$ cat src/rtl/call_stack_pkg.sv
// Shared definitions for the call stack: stack-op encoding and the level-width helper
// used by both the pointer and the return-stack top level.
package call_stack_pkg;

  typedef enum logic [1:0] {
    OP_NONE = 2'd0,
    OP_PUSH = 2'd1,
    OP_POP  = 2'd2,
    OP_REPL = 2'd3
  } stack_op_e;

  // Width needed to count 0..depth entries inclusive.
  function automatic int nlvl_width(input int depth);
    return $clog2(depth + 1);
  endfunction

endpackage

$ cat src/rtl/call_stack_ptr.sv
// Modulo-DEPTH top-of-stack pointer; exposes the current index and both wrapped neighbours.
module call_stack_ptr
  import call_stack_pkg::*;
#(
  parameter int DEPTH = 5,
  parameter int NADDR = $clog2(DEPTH)
) (
  input  logic             clk,
  input  logic             rst,
  input  stack_op_e        op,
  output logic [NADDR-1:0] tp,
  output logic [NADDR-1:0] tp_up,
  output logic [NADDR-1:0] tp_dn
);

  localparam logic [NADDR-1:0] TOP_IDX = NADDR'(DEPTH - 1);

  logic [NADDR-1:0] tp_q, tp_d;

  // NOTE: combinational logic uses blocking '=' with a default first, so no latch is inferred.
  always_comb begin
    tp_up = (tp_q == TOP_IDX) ? '0 : tp_q + NADDR'(1);
    tp_dn = (tp_q == '0) ? TOP_IDX : tp_q - NADDR'(1);
    tp_d  = tp_q;
    case (op)
      OP_PUSH: tp_d = tp_up;
      OP_POP:  tp_d = tp_dn;
      default: tp_d = tp_q;
    endcase
  end

  // NOTE: sequential state uses non-blocking '<=' so all flops update from pre-edge values.
  always_ff @(posedge clk) begin
    if (rst) tp_q <= TOP_IDX;  // first push lands at index 0
    else     tp_q <= tp_d;
  end

  assign tp = tp_q;

endmodule

$ cat src/rtl/call_stack.sv
// Circular-buffer return-address stack with registered top-of-stack output.
// Optional macro CALL_STACK_GUARD_EN: drop pushes when full and raise sticky ovf/unf flags.
module call_stack
  import call_stack_pkg::*;
#(
  parameter int NBITS = 9,
  parameter int DEPTH = 5,
  localparam int NADDR = $clog2(DEPTH),
  localparam int NLVL  = nlvl_width(DEPTH)
) (
  input  logic             clk,
  input  logic             rst,
  input  logic             push,
  input  logic             pop,
  input  logic [NBITS-1:0] in,
  output logic [NBITS-1:0] out,
  output logic [NLVL-1:0]  level,
  output logic             full,
  output logic             empty,
  output logic             ovf,
  output logic             unf,
  input  logic             clr_err
);

  logic [NBITS-1:0] mem_q [DEPTH];
  logic [NBITS-1:0] out_q, out_d;
  logic [NLVL-1:0]  level_q, level_d;
  logic             ovf_q, ovf_d, unf_q, unf_d;
  logic             ovf_set, unf_set;
  logic             wr_en;
  logic [NADDR-1:0] wr_idx, tp, tp_up, tp_dn;
  stack_op_e        op;

  assign empty = (level_q == '0);
  assign full  = (level_q == NLVL'(DEPTH));

  // Decode the request into a single stack operation; push+pop on empty acts as a push.
  always_comb begin
    op      = OP_NONE;
    ovf_set = 1'b0;
    unf_set = 1'b0;
    if (push && (!pop || empty)) begin
`ifdef CALL_STACK_GUARD_EN
      if (full) ovf_set = 1'b1;
      else      op      = OP_PUSH;
`else
      op = OP_PUSH;
`endif
    end else if (push && pop) begin
      op = OP_REPL;
    end else if (pop) begin
      if (!empty) op      = OP_POP;
      else        unf_set = 1'b1;
    end
  end

  call_stack_ptr #(.DEPTH(DEPTH), .NADDR(NADDR)) u_ptr (
    .clk   (clk),
    .rst   (rst),
    .op    (op),
    .tp    (tp),
    .tp_up (tp_up),
    .tp_dn (tp_dn)
  );

  always_comb begin
    level_d = level_q;
    out_d   = out_q;
    wr_en   = 1'b0;
    wr_idx  = tp;
    case (op)
      OP_PUSH: begin
        wr_en  = 1'b1;
        wr_idx = tp_up;
        out_d  = in;
        if (!full) level_d = level_q + NLVL'(1);  // full push overwrites the oldest entry
      end
      OP_REPL: begin
        wr_en = 1'b1;
        out_d = in;
      end
      OP_POP: begin
        level_d = level_q - NLVL'(1);
        out_d   = (level_q == NLVL'(1)) ? '0 : mem_q[tp_dn];
      end
      default: ;
    endcase
  end

`ifdef CALL_STACK_GUARD_EN
  // Same-cycle error event wins over clr_err.
  assign ovf_d = ovf_set | (ovf_q & ~clr_err);
  assign unf_d = unf_set | (unf_q & ~clr_err);
`else
  logic [2:0] unused_err;
  assign unused_err = {ovf_set, unf_set, clr_err};
  assign ovf_d = 1'b0;
  assign unf_d = 1'b0;
`endif

  always_ff @(posedge clk) begin
    if (rst) begin
      level_q <= '0;
      out_q   <= '0;
      ovf_q   <= 1'b0;
      unf_q   <= 1'b0;
    end else begin
      level_q <= level_d;
      out_q   <= out_d;
      ovf_q   <= ovf_d;
      unf_q   <= unf_d;
    end
  end

  // NOTE: storage array has no reset; entries are only read after being written.
  always_ff @(posedge clk) begin
    if (wr_en && !rst) mem_q[wr_idx] <= in;
  end

  assign out   = out_q;
  assign level = level_q;
  assign ovf   = ovf_q;
  assign unf   = unf_q;

endmodule

$ cat config.mk
export PLATFORM = sky130hd
export DESIGN_NAME = call_stack
export DESIGN_NICKNAME = d
export VERILOG_FILES = /design/src/rtl/call_stack_pkg.sv /design/src/rtl/call_stack_ptr.sv /design/src/rtl/call_stack.sv
export SDC_FILE = /design/constraint.sdc
export NUM_CORES = 1
export LEC_CHECK = 0
export CAP_MARGIN = 20
export CORE_AREA = 10 10 91 93
export DETAILED_ROUTE_END_ITERATION = 10
export DIE_AREA = 0 0 101 103
export HOLD_SLACK_MARGIN = 0.15
export SETUP_SLACK_MARGIN = 0.15
export SYNTH_ARGS = -nofsm -noshare
export SYNTH_HDL_FRONTEND = slang
export SYNTH_SLANG_ARGS = --single-unit
$ cat constraint.sdc
create_clock -name clk -period 2.7 [get_ports clk]
set_input_delay 0.54 -clock clk [delete_from_list [all_inputs] [get_ports clk]]
set_output_delay 0.54 -clock clk [all_outputs]
set_load 0.005 [all_outputs]
==> results of run 1 <==
sequential cells by signal, indices dropped and copies added, names as in the netlist:
name / count
mem_q: 45
out: 9
u_ptr.tp: 3
level: 3
power by group:
group	leakage [nW]	switching, mW	internal (mW)
clock network	0.0905	0.331	0.381
registers	0.532	0.0776	1.13
logic	0.622	0.714	0.512
stage by stage:
step	hold slack, ps	power, mW	instance area (um2)	utilization, %	cells
floorplan	497	2.01	2880	-	237
finish	538	3.15	3500	53.2	368
global route	581	3.33	3500	53.2	368
global placement	520	2.44	3320	50.6	352
detailed placement	517	2.45	3320	50.6	352
CTS	535	3.16	3500	53.2	368
worst min-delay path: cells and delay by family, from the launching register on:
kind | cells | cell delay [ps]
AOI/OAI and AO/OA | 1 | 70
DFF | 1 | 340
and+or+nand+nor | 1 | 80
worst paths after layout:
kind / end / cells after the start / startpoint / slack, ps
setup / recovery: mem_q[1][8] / 9 / level[0] / 350
setup reg to reg: mem_q[1][8] / 9 / level[0] / 350
hold reg to reg: u_ptr.tp[1] / 2 / u_ptr.tp[1] / 540
hold / removal: u_ptr.tp[1] / 2 / u_ptr.tp[1] / 540
cell usage after synthesis (2+ instances only):
library cell / n / area share (%)
a211oi_1: 2 / 0.52
a21oi_1: 21 / 3.7
a21oi_2: 2 / 0.61
a2bb2oi_1: 2 / 0.61
a31oi_1: 2 / 0.44
buf_2: 6 / 1.0
buf_4: 3 / 0.78
buf_6: 2 / 0.78
clkbuf_1: 2 / 0.26
dfxtp_1: 15 / 10
edfxtp_1: 45 / 47
ha_1: 7 / 3.0
inv_1: 10 / 1.3
mux2_4: 2 / 1.0
mux2i_1: 16 / 5.6
nand2_1: 21 / 2.7
nand2b_1: 11 / 2.4
nand3_1: 4 / 0.70
nor2_1: 8 / 1.0
nor2_2: 2 / 0.44
nor3_1: 5 / 0.87
o2111ai_1: 7 / 2.1
o211ai_1: 2 / 0.52
o21ai_0: 4 / 0.70
o221ai_1: 2 / 0.61
o22ai_1: 2 / 0.44
o311ai_0: 2 / 0.61
o311ai_1: 7 / 2.1
cell families (layout without fill, tap and decap cells):
group	count (synthesis)	count (layout)	share of synthesized area, %
AO/OA/AOI/OAI	64	64	15.9
flip-flops	60	60	57.5
AND/OR/NAND/NOR	57	57	10.4
buffers and inverters	25	76	4.62
multiplexers	21	21	8.19
adder cells (fa/ha/maj)	7	7	3.05
other	1	2	0.131
XOR/XNOR	1	1	0.305
layer usage:
metal	share of wire [%]	GRT usage, %	vias to the layer above
met5	0	0	-
met4	2.3	7.29	0
met3	5.3	4.16	11
met2	48	21.8	56
met1	44	17.0	1005
li1	-	-	991
final cells by class:
| cell class | instances | area [um2] | share of cell area (%) |
|---|---|---|---|
| well taps | 80 | 100 | 2.86 |
| clock inverters | 2 | 10.0 | 0.286 |
| flip-flops and latches | 60 | 1650 | 47.2 |
| repair buffers | 49 | 433 | 12.4 |
| multi-input cells | 152 | 1090 | 31.2 |
| inverters | 11 | 46.3 | 1.32 |
| clock buffers | 14 | 163 | 4.65 |
==> results.py, run 1 <==
metrics = {
    "clock_tree": {
        "clk_pin_slew_ps": 60,
        "h-tree-depth": 3,
        "cts-resized-gates": 0,
        "clock_sinks": 60,
        "worstSkewPairLatency_ps": 350,
        "cts_setup_buffers": 0,
        "clockRootBuffer": "clkbuf_8",
        "cts_buffers": 9,
        "tritoncts": "done",
        "max-clock-path-buffers": 2,
        "postCtsHoldBufs": 0,
    },
    "yosys": {
        "ys_seq_elements": 60,
        "yosys_warnings": 0,
        "ys.flop_type": "edfxtp_1",
        "synth_area_mm2": 0.00287,
        "netlist_instances": 236,
        "synth_cell_types": 50,
        "synthArstFlopShare_pct": 0,
        "synth_edf_count": 45,
        "syn_area_per_cell_um2": 12.2,
        "ys_seq_area_share_pct": 57.5,
    },
    "routing": {
        "post_drt_wl_per_cell_um": 18.6,
        "first_pass_iters": 4,
        "drt_iter0_drc": 99,
        "vias": 2063,
        "wl_um": 6840,
        "ant_nets": 0,
        "via_per_inst": 5.61,
        "drc": 0,
    },
    "critical_path": {
        "max_stage_delay_ps": 410,
        "cp.arrival_ps": 2410,
        "worstPathRequired_ps": 2760,
        "worstPathMaxFanout": 10,
        "cp_top_family": "buffers and inverters",
        "crit_slowest_cell": "dfxtp_1",
        "path_common_cell": "buf_4",
        "crit_path_cell_trace": "inv_1 > ha_1 > nand2b_4 > inv_6 > nor2_4 > buf_4 > o221ai_1 > nor3_1 > buf_4",
        "path_class": "reg2reg",
        "critPathCaptureType": "register",
        "startpoint_type": "register",
        "path_buf_inv": 4,
    },
    "finish": {
        "n_antenna_cell": 0,
        "fillers": 575,
        "mostFrequentLayoutCell": "edfxtp_1",
        "nets": 304,
        "syn_to_final_growth_pct": 21.7,
        "layout_common_cells": "edfxtp_1, clkdlybuf4s50_1, buf_4",
        "drive_gt1_share_pct": 18.1,
    },
    "die": {
        "die_width_um": 101,
        "rows": 30,
        "ios": 30,
        "die_area_mm2": 0.0104,
        "initial_utilization_pct": 43.7,
        "die_h_um": 103,
        "coreArea_mm2": 0.00657,
    },
    "timing": {
        "fin_setup_tns_ps": 0,
        "setup_viol": 0,
        "worst_pin_slew_ps": 618,
        "setup_slack_ps": 346,
        "hold_viol_final": 0,
        "grt_setup_unrepaired": "false",
        "period_share_pct": 87.2,
        "min_period_ps": 2350,
        "clock_skew_ps": 8.41,
        "finalMaxSlewViolations": 0,
        "slew_headroom_pct": 58.8,
        "fmax_mhz": 425,
    },
    "grt": {
        "grt_max_degree": 17,
        "grt_overflow": 0,
        "antenna_found_initial": 0,
        "track_usage_pct": 13.9,
        "grt_pass1_vias": 2026,
        "grt_pass1_wl_um": 10900,
    },
    "pwr": {
        "p_leak_nw": 1.24,
        "ir_drop_uv": 403,
        "power_density_mw_per_mm2": 900,
    },
    "placement": {
        "numPortBuffers": 26,
        "hpwl_um": 4810,
        "place_ws_ps": 146,
        "place_congestion": 0.820,
    },
    "min_path": {
        "hold_path_class": "reg2reg",
    },
    "flow_run": {
        "maxCapViolCount": 0,
    },
    "status": {
        "status": "finished clean",
    },
}
Note: power is estimated with default switching activity, not from simulation.
==> run 2: changes to the inputs <==
Settings changed: CORE_AREA 10 10 91 93 to 10 10 72 119, DIE_AREA 0 0 101 103 to 0 0 82 129.
==> run 2 against run 1 <==
  * Sequential power is essentially flat
  * Power grew 8.3%
  * Register-to-register slack gained 80 ps
  * Critical path depth shrank 4
  * Final area grew 1.1%
  * Global-route usage grew 0.48 points
  * Sequential share of layout area shrank 0.53 points
  * Via count shrank 0.48%
  * Setup slack gained 73 ps
  * Critical endpoint is now empty
  * Largest cell class unchanged
  * Highest routed layer unchanged
==> results.py, run 2 (synthesis results as in run 1) <==
metrics = {
    "status": {
        "status": "finished clean",
    },
    "timing": {
        "setup_slack_ps": 419,
        "worst_pin_slew_ps": 617,
        "setup_viol": 0,
        "min_period_ps": 2280,
        "fin_setup_tns_ps": 0,
        "finalMaxSlewViolations": 0,
        "hold_viol_final": 0,
        "clock_skew_ps": 5.57,
        "holdWs_ps": 536,
        "slew_headroom_pct": 58.9,
        "period_share_pct": 84.5,
        "fmax_mhz": 438,
        "grt_setup_unrepaired": "false",
    },
    "critical_path": {
        "crit_end": "empty",
        "crit_start": "level[0]",
        "crit_path_cell_trace": "inv_1 > ha_1 > nand2b_4 > inv_6 > clkdlybuf4s50_1",
        "worstPathMaxFanout": 6,
        "cp.arrival_ps": 1740,
        "crit_slowest_cell": "clkdlybuf4s50_1",
        "max_stage_delay_ps": 500,
        "startpoint_type": "register",
        "r2r-end": "mem_q[4][5]",
        "path_class": "reg2out",
        "rr_startpoint": "level[0]",
        "worstPathRequired_ps": 2160,
        "reg2regPathDepth": 8,
        "critPathCaptureType": "output port",
        "r2r_slack_ps": 430,
    },
    "finish": {
        "largest-register": "mem_q",
        "drive_gt1_share_pct": 16.0,
        "mostFrequentLayoutCell": "edfxtp_1",
        "nets": 298,
        "n_antenna_cell": 0,
        "layout_common_cells": "edfxtp_1, clkdlybuf4s50_1, nand2_1, a21oi_1, buf_4",
        "largest_register_ff_count": 45,
        "post-route-util_pct": 54.1,
        "syn_to_final_growth_pct": 23.1,
        "fillers": 622,
        "fin_area_mm2": 0.00354,
        "instances_no_fill": 364,
    },
    "die": {
        "initial_utilization_pct": 43.9,
        "coreArea_mm2": 0.00654,
        "die_area_mm2": 0.0106,
        "die_h_um": 129,
        "rows": 39,
        "die_width_um": 82,
        "ios": 30,
    },
    "pwr": {
        "finalPower_mw": 3.41,
        "p_leak_nw": 1.25,
        "power_density_mw_per_mm2": 964,
        "ir_drop_uv": 718,
    },
    "placement": {
        "place_ws_ps": 226,
        "place_congestion": 0.844,
        "dpl_cell_area_mm2": 0.00328,
        "hpwl_um": 4850,
        "numPortBuffers": 26,
        "dp.cells": 348,
    },
    "grt": {
        "antenna_found_initial": 0,
        "track_usage_pct": 14.4,
        "grt_overflow": 0,
        "grt_pass1_vias": 2132,
        "grt_pass1_wl_um": 11300,
        "grt_max_degree": 13,
    },
    "routing": {
        "post_drt_wl_per_cell_um": 19.4,
        "drt_iter0_drc": 134,
        "wl_um": 7070,
        "first_pass_iters": 4,
        "drc": 0,
        "vias": 2053,
        "ant_nets": 0,
        "via_per_inst": 5.64,
    },
    "clock_tree": {
        "worstSkewPairLatency_ps": 320,
        "cts_buffers": 9,
        "cts-resized-gates": 0,
        "clock_sinks": 60,
        "cts_setup_buffers": 0,
        "clockRootBuffer": "clkbuf_16",
        "h-tree-depth": 3,
        "postCtsHoldBufs": 0,
        "tritoncts": "done",
        "clk_pin_slew_ps": 50,
        "max-clock-path-buffers": 2,
    },
    "flow_run": {
        "maxCapViolCount": 0,
    },
    "min_path": {
        "hold_path_class": "reg2reg",
    },
}
-- run 2: metal layers --
metal | up-vias | part of all wire (%) | GRT usage, %
met3 | 12 | 4.7 | 3.70
li1 | 980 | - | -
met5 | - | 0 | 0
met1 | 1009 | 39 | 15.6
met2 | 52 | 54 | 24.7
met4 | 0 | 2.0 | 7.34
-- run 2: power by group --
group	switching, mW	internal [mW]	leakage, nW	total, mW
combinational	0.728	0.495	0.591	1.22
sequential	0.0725	1.13	0.532	1.20
clock	0.364	0.615	0.127	0.979
total	1.16	2.24	1.25	3.41
-- run 2: area by class of cell --
| type | instances | area (um2) | area share (%) |
|---|---|---|---|
| clock buffers | 13 | 240 | 6.79 |
| clock inverters | 3 | 15.0 | 0.425 |
| inverters | 11 | 46.3 | 1.31 |
| multi-input cells | 152 | 1090 | 30.9 |
| flip-flops and latches | 60 | 1650 | 46.7 |
| well taps | 82 | 103 | 2.90 |
| repair buffers | 43 | 388 | 11.0 |
-- run 2: worst min-delay path by stage --
stage | endpoint | start | slack (ps) | cells past startpoint
final | out[5] | mem_q[4][5] | 540 | 2
after global routing | u_ptr.tp[1] | u_ptr.tp[1] | 570 | 2
after CTS | out[5] | mem_q[4][5] | 540 | 2
after detailed placement | out[0] | mem_q[4][0] | 520 | 2
after global placement | out[0] | mem_q[4][0] | 520 | 2
after floorplan | u_ptr.tp[1] | u_ptr.tp[1] | 500 | 2
-- run 2: critical path: cells and delay by family, from the launching register on --
family                     cells  cell delay (ps)
buffers and inverters          3              720
and+or+nand+nor                1              110
adders and majority gates      1              240
DFF                            1              350
